$ cat src/rtl/execute_cc.sv
// Y86-64 execute stage: ALU, condition-code register and branch/cmov condition.
// valE, cnd and instr_err are combinational; CC and the halt latch are clocked.
module execute_cc #(
    parameter int WIDTH = 64
) (
    input  logic             clk,
    input  logic             rst,
    input  logic [3:0]       icode,
    input  logic [3:0]       ifun,
    input  logic [WIDTH-1:0] valA,
    input  logic [WIDTH-1:0] valB,
    input  logic [WIDTH-1:0] valC,
    output logic [WIDTH-1:0] valE,
    output logic             cnd,
    output logic             zf,
    output logic             sf,
    output logic             of,
    output logic             halted,
    output logic             instr_err
);

    localparam logic [3:0] I_HALT  = 4'h0;
    localparam logic [3:0] I_RRMOV = 4'h2;
    localparam logic [3:0] I_IRMOV = 4'h3;
    localparam logic [3:0] I_RMMOV = 4'h4;
    localparam logic [3:0] I_MRMOV = 4'h5;
    localparam logic [3:0] I_OPQ   = 4'h6;
    localparam logic [3:0] I_JXX   = 4'h7;
    localparam logic [3:0] I_CALL  = 4'h8;
    localparam logic [3:0] I_RET   = 4'h9;
    localparam logic [3:0] I_PUSH  = 4'hA;
    localparam logic [3:0] I_POP   = 4'hB;

    typedef enum logic {
        RUN,
        HALT
    } state_e;

    state_e state_q, state_d;
    logic   zf_q, zf_d;
    logic   sf_q, sf_d;
    logic   of_q, of_d;
    logic   cc_we;
    logic   ovf;
    logic   sxo;

    always_comb begin
        valE = '0;
        case (icode)
            I_RRMOV:          valE = valA;
            I_IRMOV:          valE = valC;
            I_RMMOV, I_MRMOV: valE = valB + valC;
            I_OPQ: begin
                case (ifun)
                    4'd0:    valE = valB + valA;
                    4'd1:    valE = valB - valA;
                    4'd2:    valE = valB & valA;
                    4'd3:    valE = valB ^ valA;
                    default: valE = '0;
                endcase
            end
            I_CALL, I_PUSH:   valE = valB - WIDTH'(8);
            I_RET, I_POP:     valE = valB + WIDTH'(8);
            default:          valE = '0;
        endcase
    end

    // cnd always reads the pre-edge flags, never the ones being computed.
    assign sxo = sf_q ^ of_q;

    always_comb begin
        cnd = 1'b0;
        if (icode == I_RRMOV || icode == I_JXX) begin
            case (ifun)
                4'd0:    cnd = 1'b1;
                4'd1:    cnd = sxo | zf_q;
                4'd2:    cnd = sxo;
                4'd3:    cnd = zf_q;
                4'd4:    cnd = !zf_q;
                4'd5:    cnd = !sxo;
                4'd6:    cnd = !sxo && !zf_q;
                default: cnd = 1'b0;
            endcase
        end
    end

    assign instr_err = (icode > I_POP)
                    || (icode == I_OPQ && ifun > 4'd3)
                    || ((icode == I_RRMOV || icode == I_JXX) && ifun > 4'd6);

    always_comb begin
        ovf = 1'b0;
        case (ifun)
            4'd0: ovf = (valA[WIDTH-1] == valB[WIDTH-1])
                     && (valE[WIDTH-1] != valB[WIDTH-1]);
            4'd1: ovf = (valA[WIDTH-1] != valB[WIDTH-1])
                     && (valE[WIDTH-1] != valB[WIDTH-1]);
            default: ovf = 1'b0;
        endcase
    end

    assign cc_we = (icode == I_OPQ) && (ifun <= 4'd3) && (state_q == RUN);

    always_comb begin
        zf_d    = zf_q;
        sf_d    = sf_q;
        of_d    = of_q;
        state_d = state_q;
        if (cc_we) begin
            zf_d = (valE == '0);
            sf_d = valE[WIDTH-1];
            of_d = ovf;
        end
        if (state_q == RUN && icode == I_HALT) begin
            state_d = HALT;
        end
    end

    always_ff @(posedge clk or posedge rst) begin
        if (rst) begin
            zf_q    <= 1'b1;
            sf_q    <= 1'b0;
            of_q    <= 1'b0;
            state_q <= RUN;
        end else begin
            zf_q    <= zf_d;
            sf_q    <= sf_d;
            of_q    <= of_d;
            state_q <= state_d;
        end
    end

    assign zf     = zf_q;
    assign sf     = sf_q;
    assign of     = of_q;
    assign halted = (state_q == HALT);

endmodule

$ cat config.mk
export PLATFORM = sky130hd
export DESIGN_NAME = execute_cc
export DESIGN_NICKNAME = d
export VERILOG_FILES = /design/src/rtl/execute_cc.sv
export SDC_FILE = /design/constraint.sdc
export NUM_CORES = 1
export LEC_CHECK = 0
export CORE_ASPECT_RATIO = 1.25
export CORE_UTILIZATION = 48
export CTS_CLUSTER_DIAMETER = 30
export DETAILED_ROUTE_END_ITERATION = 10
export GPL_TIMING_DRIVEN = 0
export PLACE_DENSITY = 0.74
export SYNTH_ARGS = -nofsm -noshare
export SYNTH_HDL_FRONTEND = slang
export SYNTH_SLANG_ARGS = --single-unit
$ cat constraint.sdc
create_clock -name clk -period 35.5 [get_ports clk]
set_input_delay 8.875 -clock clk [delete_from_list [all_inputs] [get_ports clk]]
set_output_delay 8.875 -clock clk [all_outputs]
set_load 0.02 [all_outputs]
==> results.py, run 1 <==
metrics = {
    "run_status": {
        "status": "stopped before the end",
        "stop_stage": "global routing (5_1_grt)",
        "firstError": "[ERROR GRT-0116] Global routing finished with congestion. Check the congestion regions in the DRC Viewer.",
    },
    "die": {
        "die_w_um": 175,
        "die_height_um": 219,
        "rows": 78,
        "start_util_pct": 49.2,
        "pin_count": 272,
    },
    "global_route": {
        "grt_max_degree": 46,
        "grt_pass1_wl_um": 168000,
        "grt_pass1_vias": 25400,
        "grt_overflow": 25,
        "grt_use_total_pct": 59.8,
    },
    "yosys": {
        "netlist_area_um2": 18000,
        "synth_top_family_by_area": "compound AO/OA/AOI/OAI gates",
        "synth_compound_area_share_pct": 39.3,
        "ys_ff_latch": 4,
        "synthSimpleGateAreaFrac_pct": 24.2,
        "synth_edf_count": 0,
        "synthCells": 2720,
        "muxShareOfSynthArea_pct": 4.12,
        "synth_cell_types": 85,
        "synthAdderAreaFrac_pct": 17.7,
        "synth-main-ff-cell": "dfrtp_1",
        "async_reset_ff_share_pct": 100,
        "synth_top_area_share_pct": 17.4,
        "yosysWarningCount": 0,
        "synth_xor_area_share_pct": 9.33,
        "ys_seq_area_share_pct": 0.563,
        "synthTopCellsByArea": "ha_1, a21oi_1, o21ai_0",
        "avgSynthCellArea_um2": 6.62,
        "yosys.area.top_type": "ha_1",
        "synth_nets": 3175,
    },
    "place": {
        "dp_slack_ps": 7810,
        "io_buffers": 266,
        "dp_hpwl_um": 89200,
        "gp_congestion": 1.26,
        "dpl_cell_area_um2": 21300,
    },
    "clock_tree": {
        "postCtsHoldBufs": 0,
        "ctsResizeCount": 0,
        "cts_made_buffers": 3,
        "postCtsSetupRepairBufs": 0,
        "clock_path_buffers": 2,
        "cts_max_level": 1,
        "cts_sinks": 4,
        "cts_root_buffer": "clkbuf_16",
    },
}
through the flow:
step / std cells / hold slack (ps) / util, %
2_1_floorplan: 2720 / 565 / -
3_5_place_dp: 3468 / 563 / 58.2
4_1_cts: 3472 / 575 / 58.5
3_3_place_gp: 3466 / 555 / 58.1
synthesized netlist by cell type, types with 9 or more instances:
| cell type | instances |
|---|---|
| a221oi_1 | 32 |
| or4_1 | 16 |
| a211o_1 | 15 |
| a222oi_1 | 12 |
| nand3_1 | 66 |
| o221ai_1 | 14 |
| and4_1 | 11 |
| o22ai_1 | 23 |
| a211oi_1 | 36 |
| ha_1 | 250 |
| nand2_1 | 259 |
| mux2i_1 | 64 |
| a22o_1 | 13 |
| mux2_2 | 9 |
| a22oi_1 | 70 |
| o21a_1 | 31 |
| xnor2_1 | 93 |
| and3_1 | 16 |
| nor4_1 | 31 |
| inv_1 | 53 |
| a21oi_1 | 305 |
| o41ai_1 | 11 |
| o21ai_0 | 233 |
| or3_1 | 32 |
| a31oi_1 | 25 |
| o31ai_1 | 34 |
| nand2b_1 | 20 |
| nor2_1 | 195 |
| clkbuf_1 | 160 |
| xor2_1 | 99 |
| nor2b_1 | 13 |
| a21boi_0 | 15 |
| buf_2 | 10 |
| nand4_1 | 92 |
| o211ai_1 | 35 |
| o21bai_1 | 25 |
| nor3_1 | 65 |
| and2_1 | 16 |
| a21o_1 | 75 |
| a31o_2 | 9 |
cells by family after synthesis:
| logic type | count (synthesis) |
|---|---|
| AOI/OAI and AO/OA | 1091 |
| xor gates and xnor gates | 192 |
| and+or+nand+nor | 878 |
| DFF | 4 |
| buffers and inverters | 229 |
| muxes | 73 |
| adders and majority gates | 253 |
per-layer routing:
| metal | overflow | GRT usage (%) |
|---|---|---|
| met4 | 7 | 67.6 |
| met5 | 0 | 5.34 |
| met1 | 0 | 61.1 |
| met2 | 18 | 84.6 |
| met3 | 0 | 27.4 |
==> run 2, diff against run 1 <==
CORE_ASPECT_RATIO = unset   (was 1.25)
CORE_UTILIZATION = 33   (was 48)
CTS_CLUSTER_DIAMETER = unset   (was 30)
PLACE_DENSITY = unset   (was 0.74)
PLACE_DENSITY_LB_ADDON = 0.15   (was unset)
==> results.py, run 2 <==
metrics = {
    "run_status": {
        "status": "finished with violations",
        "violations": "max-capacitance violations, max-slew violations",
    },
    "worst_hold_path": {
        "hp-class": "flip-flop to flip-flop",
        "hold_end": "sf$_DFFE_PP0P_",
        "hold_start": "sf$_DFFE_PP0P_",
        "hold_depth": 1,
    },
    "drt": {
        "dr_total_vias": 24900,
        "via_per_inst": 6.74,
        "wl_um": 119000,
        "drt_iter0_markers": 3304,
        "drt_first_pass_iters": 9,
        "drc": 0,
        "avgRoutedWirePerCell_um": 32.2,
        "drtAntennaViolNets": 0,
    },
    "yosys": {
        "netlist_area_um2": 18000,
        "synth_compound_area_share_pct": 39.3,
        "synth_top_area_share_pct": 17.4,
        "ys_seq_area_share_pct": 0.563,
        "synth_top_family_by_area": "compound AO/OA/AOI/OAI gates",
        "ys_ff_latch": 4,
        "synth_most_common_cell": "a21oi_1",
        "synthTopCellsByArea": "ha_1, a21oi_1, o21ai_0",
        "synthTopCellsByCount": "a21oi_1, nand2_1, ha_1, o21ai_0, nor2_1",
        "yosysWarningCount": 0,
        "synthCells": 2720,
        "synthAdderAreaFrac_pct": 17.7,
        "muxShareOfSynthArea_pct": 4.12,
        "async_reset_ff_share_pct": 100,
        "yosys.area.top_type": "ha_1",
        "synth_xor_area_share_pct": 9.33,
        "synth_cell_types": 85,
        "avgSynthCellArea_um2": 6.62,
        "synth_edf_count": 0,
        "synth_nets": 3175,
        "synth-main-ff-cell": "dfrtp_1",
        "synthSimpleGateAreaFrac_pct": 24.2,
    },
    "die": {
        "start_util_pct": 33.4,
        "die_height_um": 236,
        "die_w_um": 236,
        "pin_count": 272,
        "design.die.area_um2": 55500,
        "coreArea_um2": 53900,
        "rows": 85,
    },
    "cells_and_area": {
        "layout_commonest_cell": "a21oi_1",
        "syn_to_final_growth_pct": 20.5,
        "nFillCells": 5806,
        "drive_above_1_share_pct": 2.40,
        "utilization_pct": 40.3,
        "final_nets": 3451,
        "layout_common_cells": "a21oi_1, clkdlybuf4s50_1, nand2_1, ha_1, o21ai_0",
    },
    "setup_path": {
        "r2r_start": "halted$_DFFE_PP0P_",
        "cpMostUsedCell": "clkbuf_1",
        "crit_chain": "buf_2 -> nor2b_1 -> clkbuf_1 -> clkbuf_1 -> clkbuf_1 -> clkbuf_1 -> buf_1 -> clkbuf_1 -> nand2_2 -> ha_1 -> clkbuf_1 -> nand2_1 -> o41a_1 -> o21ai_0 -> a31oi_1 -> o31ai_1 -> a21boi_0 -> o21ai_0 -> xnor2_1 -> o211ai_1 -> clkdlybuf4s50_1",
        "reg2reg_depth": 10,
        "crit_fanout": 19,
        "reg2reg_slack_ps": 30340,
        "critical-path-top-delay-family": "buffers and inverters",
        "crit_required_ps": 26620,
        "slowest_stage": "clkbuf_1",
        "worstReg2RegEnd": "zf$_DFFE_PP1P_",
        "crit_type": "input pin to output port",
        "cp.arrival_ps": 19900,
        "startpoint_type": "input pin",
        "critPathMaxStageDelay_ps": 910,
        "endpoint_kind": "output port",
        "cp_num_buf_inv": 9,
    },
    "clock_tree": {
        "ctsResizeCount": 0,
        "cts_root_buffer": "clkbuf_16",
        "postCtsHoldBufs": 0,
        "postCtsSetupRepairBufs": 0,
        "cts_max_level": 1,
        "clkLatencyLatePin_ps": 220,
        "cts_made_buffers": 3,
        "clkTransAtPathRegs_ps": 30,
        "cts_tree": "built",
        "cts_sinks": 4,
        "clock_path_buffers": 2,
    },
    "power": {
        "p_sw_uw": 293,
        "intPower_uw": 172,
        "p_per_area_nw_per_um2": 21.4,
        "pwr-share-comb_pct": 95.1,
        "switching_share_pct": 63.0,
        "power_uw": 465,
        "seqPwrFrac_pct": 1.0,
        "power.share.clock_pct": 3.9,
        "ir_drop_mv": 0.0224,
        "p_leak_uw": 0.00827,
    },
    "place": {
        "dp_hpwl_um": 99400,
        "gp_congestion": 1.05,
        "dp_slack_ps": 7230,
        "io_buffers": 266,
    },
    "timing": {
        "finalWorstSetupSlack_ps": 6720,
        "finalSetupViolCount": 0,
        "fmax_mhz": 34.7,
        "setup_tns_ps": 0,
        "slew_viol_final": 22,
        "finalClockSkew_ps": 1.18,
        "fin_crit_ps": 28780,
        "maxSlewHeadroom_pct": -9.33,
        "rsz0062_at_grt": "no",
        "tightest_slew_ps": 1640,
        "finalCritPeriodShare_pct": 81.1,
        "hold_viol": 0,
        "hold_ws_ps": 566,
    },
    "global_route": {
        "grt_pass1_wl_um": 165000,
        "grt_overflow": 0,
        "antenna_found_initial": 5,
        "grt_max_degree": 43,
        "grt_pass1_vias": 23300,
        "grt_use_total_pct": 40.8,
    },
    "run": {
        "cap_viol_max_count": 4,
    },
}
[run 2: cell counts after synthesis]
No cell type changed its count.
[run 2: cells by family after synthesis]
logic type	after synthesis
fa+ha+maj	253
xor+xnor	192
mux	73
flops	4
compound gates	1091
simple gates	878
buf+inv	229
[run 2: how the worst max path moves through the flow]
stage	startpoint	endpoint	slack, ps	depth (start not counted)
6_report	icode[3]	valE[63]	6720	21
5_1_grt	icode[3]	valE[61]	6670	24
4_1_cts	icode[3]	valE[61]	7200	24
3_5_place_dp	icode[3]	valE[63]	7230	21
3_3_place_gp	icode[3]	valE[61]	5080	24
2_1_floorplan	icode[3]	valE[61]	11120	23
[run 2: area by class of cell]
| cell class | count | area [um2] | share of cell area [%] |
|---|---|---|---|
| Sequential cell | 4 | 101 | 0.467 |
| Clock buffer | 4 | 78.8 | 0.363 |
| Inverter | 53 | 199 | 0.916 |
| Timing Repair Buffer | 271 | 2720 | 12.5 |
| Multi-Input combinational cell | 2487 | 17100 | 78.6 |
| Antenna cell | 2 | 5.00 | 0.0231 |
| Tap cell | 696 | 871 | 4.01 |
| Buffer | 176 | 678 | 3.12 |
[run 2: worst reg2reg max path: stages (launching register included)]
cell and delay (ps):
dfrtp_1 440, nor2_1 320, nand3_1 130, or4_1 560
or4_1 570, or4b_1 560, or4_1 540, nor4_2 610
nand4bb_1 390, or4_1 530, o41ai_2 370
[run 2: per-layer routing]
metal | wire (um) | vias up | track usage (%)
met5 | 0 | - | 0
met4 | 8460 | 0 | 24.5
met3 | 12000 | 313 | 9.46
met2 | 50600 | 1526 | 63.4
met1 | 47700 | 11900 | 51.0
li1 | - | 11100 | -
[run 2: power by group through the flow]
stage | logic, uW | clock network (uW) | registers (uW)
CTS | 427 | 18.3 | 4.61
detailed placement | 424 | 0 | 4.66
global route | 465 | 18.8 | 4.60
global placement | 423 | 0 | 4.66
floorplan | 249 | 0 | 4.66
finish | 442 | 18.2 | 4.61
[run 2: stage by stage]
step,instances,cell area (um2)
finish,3693,21700
global route,3692,21700
CTS,3691,21700
detailed placement,3687,21600
global placement,3682,21500
floorplan,2720,18000
Power figures use the tool's default switching activity.
==> run 3, diff against run 2 <==
clock period = 26.2 ns   (was 35.5 ns; I/O delays follow)
==> results of run 3 <==
The final DEF is identical to that of run 2. Status: finished with violations: max-capacitance violations, max-slew violations.
Main changes from that run: setup slack after placement 7230 ps -> 2580 ps; setup slack after layout 6720 ps -> 2070 ps; register-to-register setup slack 30340 ps -> 21040 ps; total power 465 uW -> 629 uW; worst IR drop on VDD 0.0224 mV -> 0.0304 mV
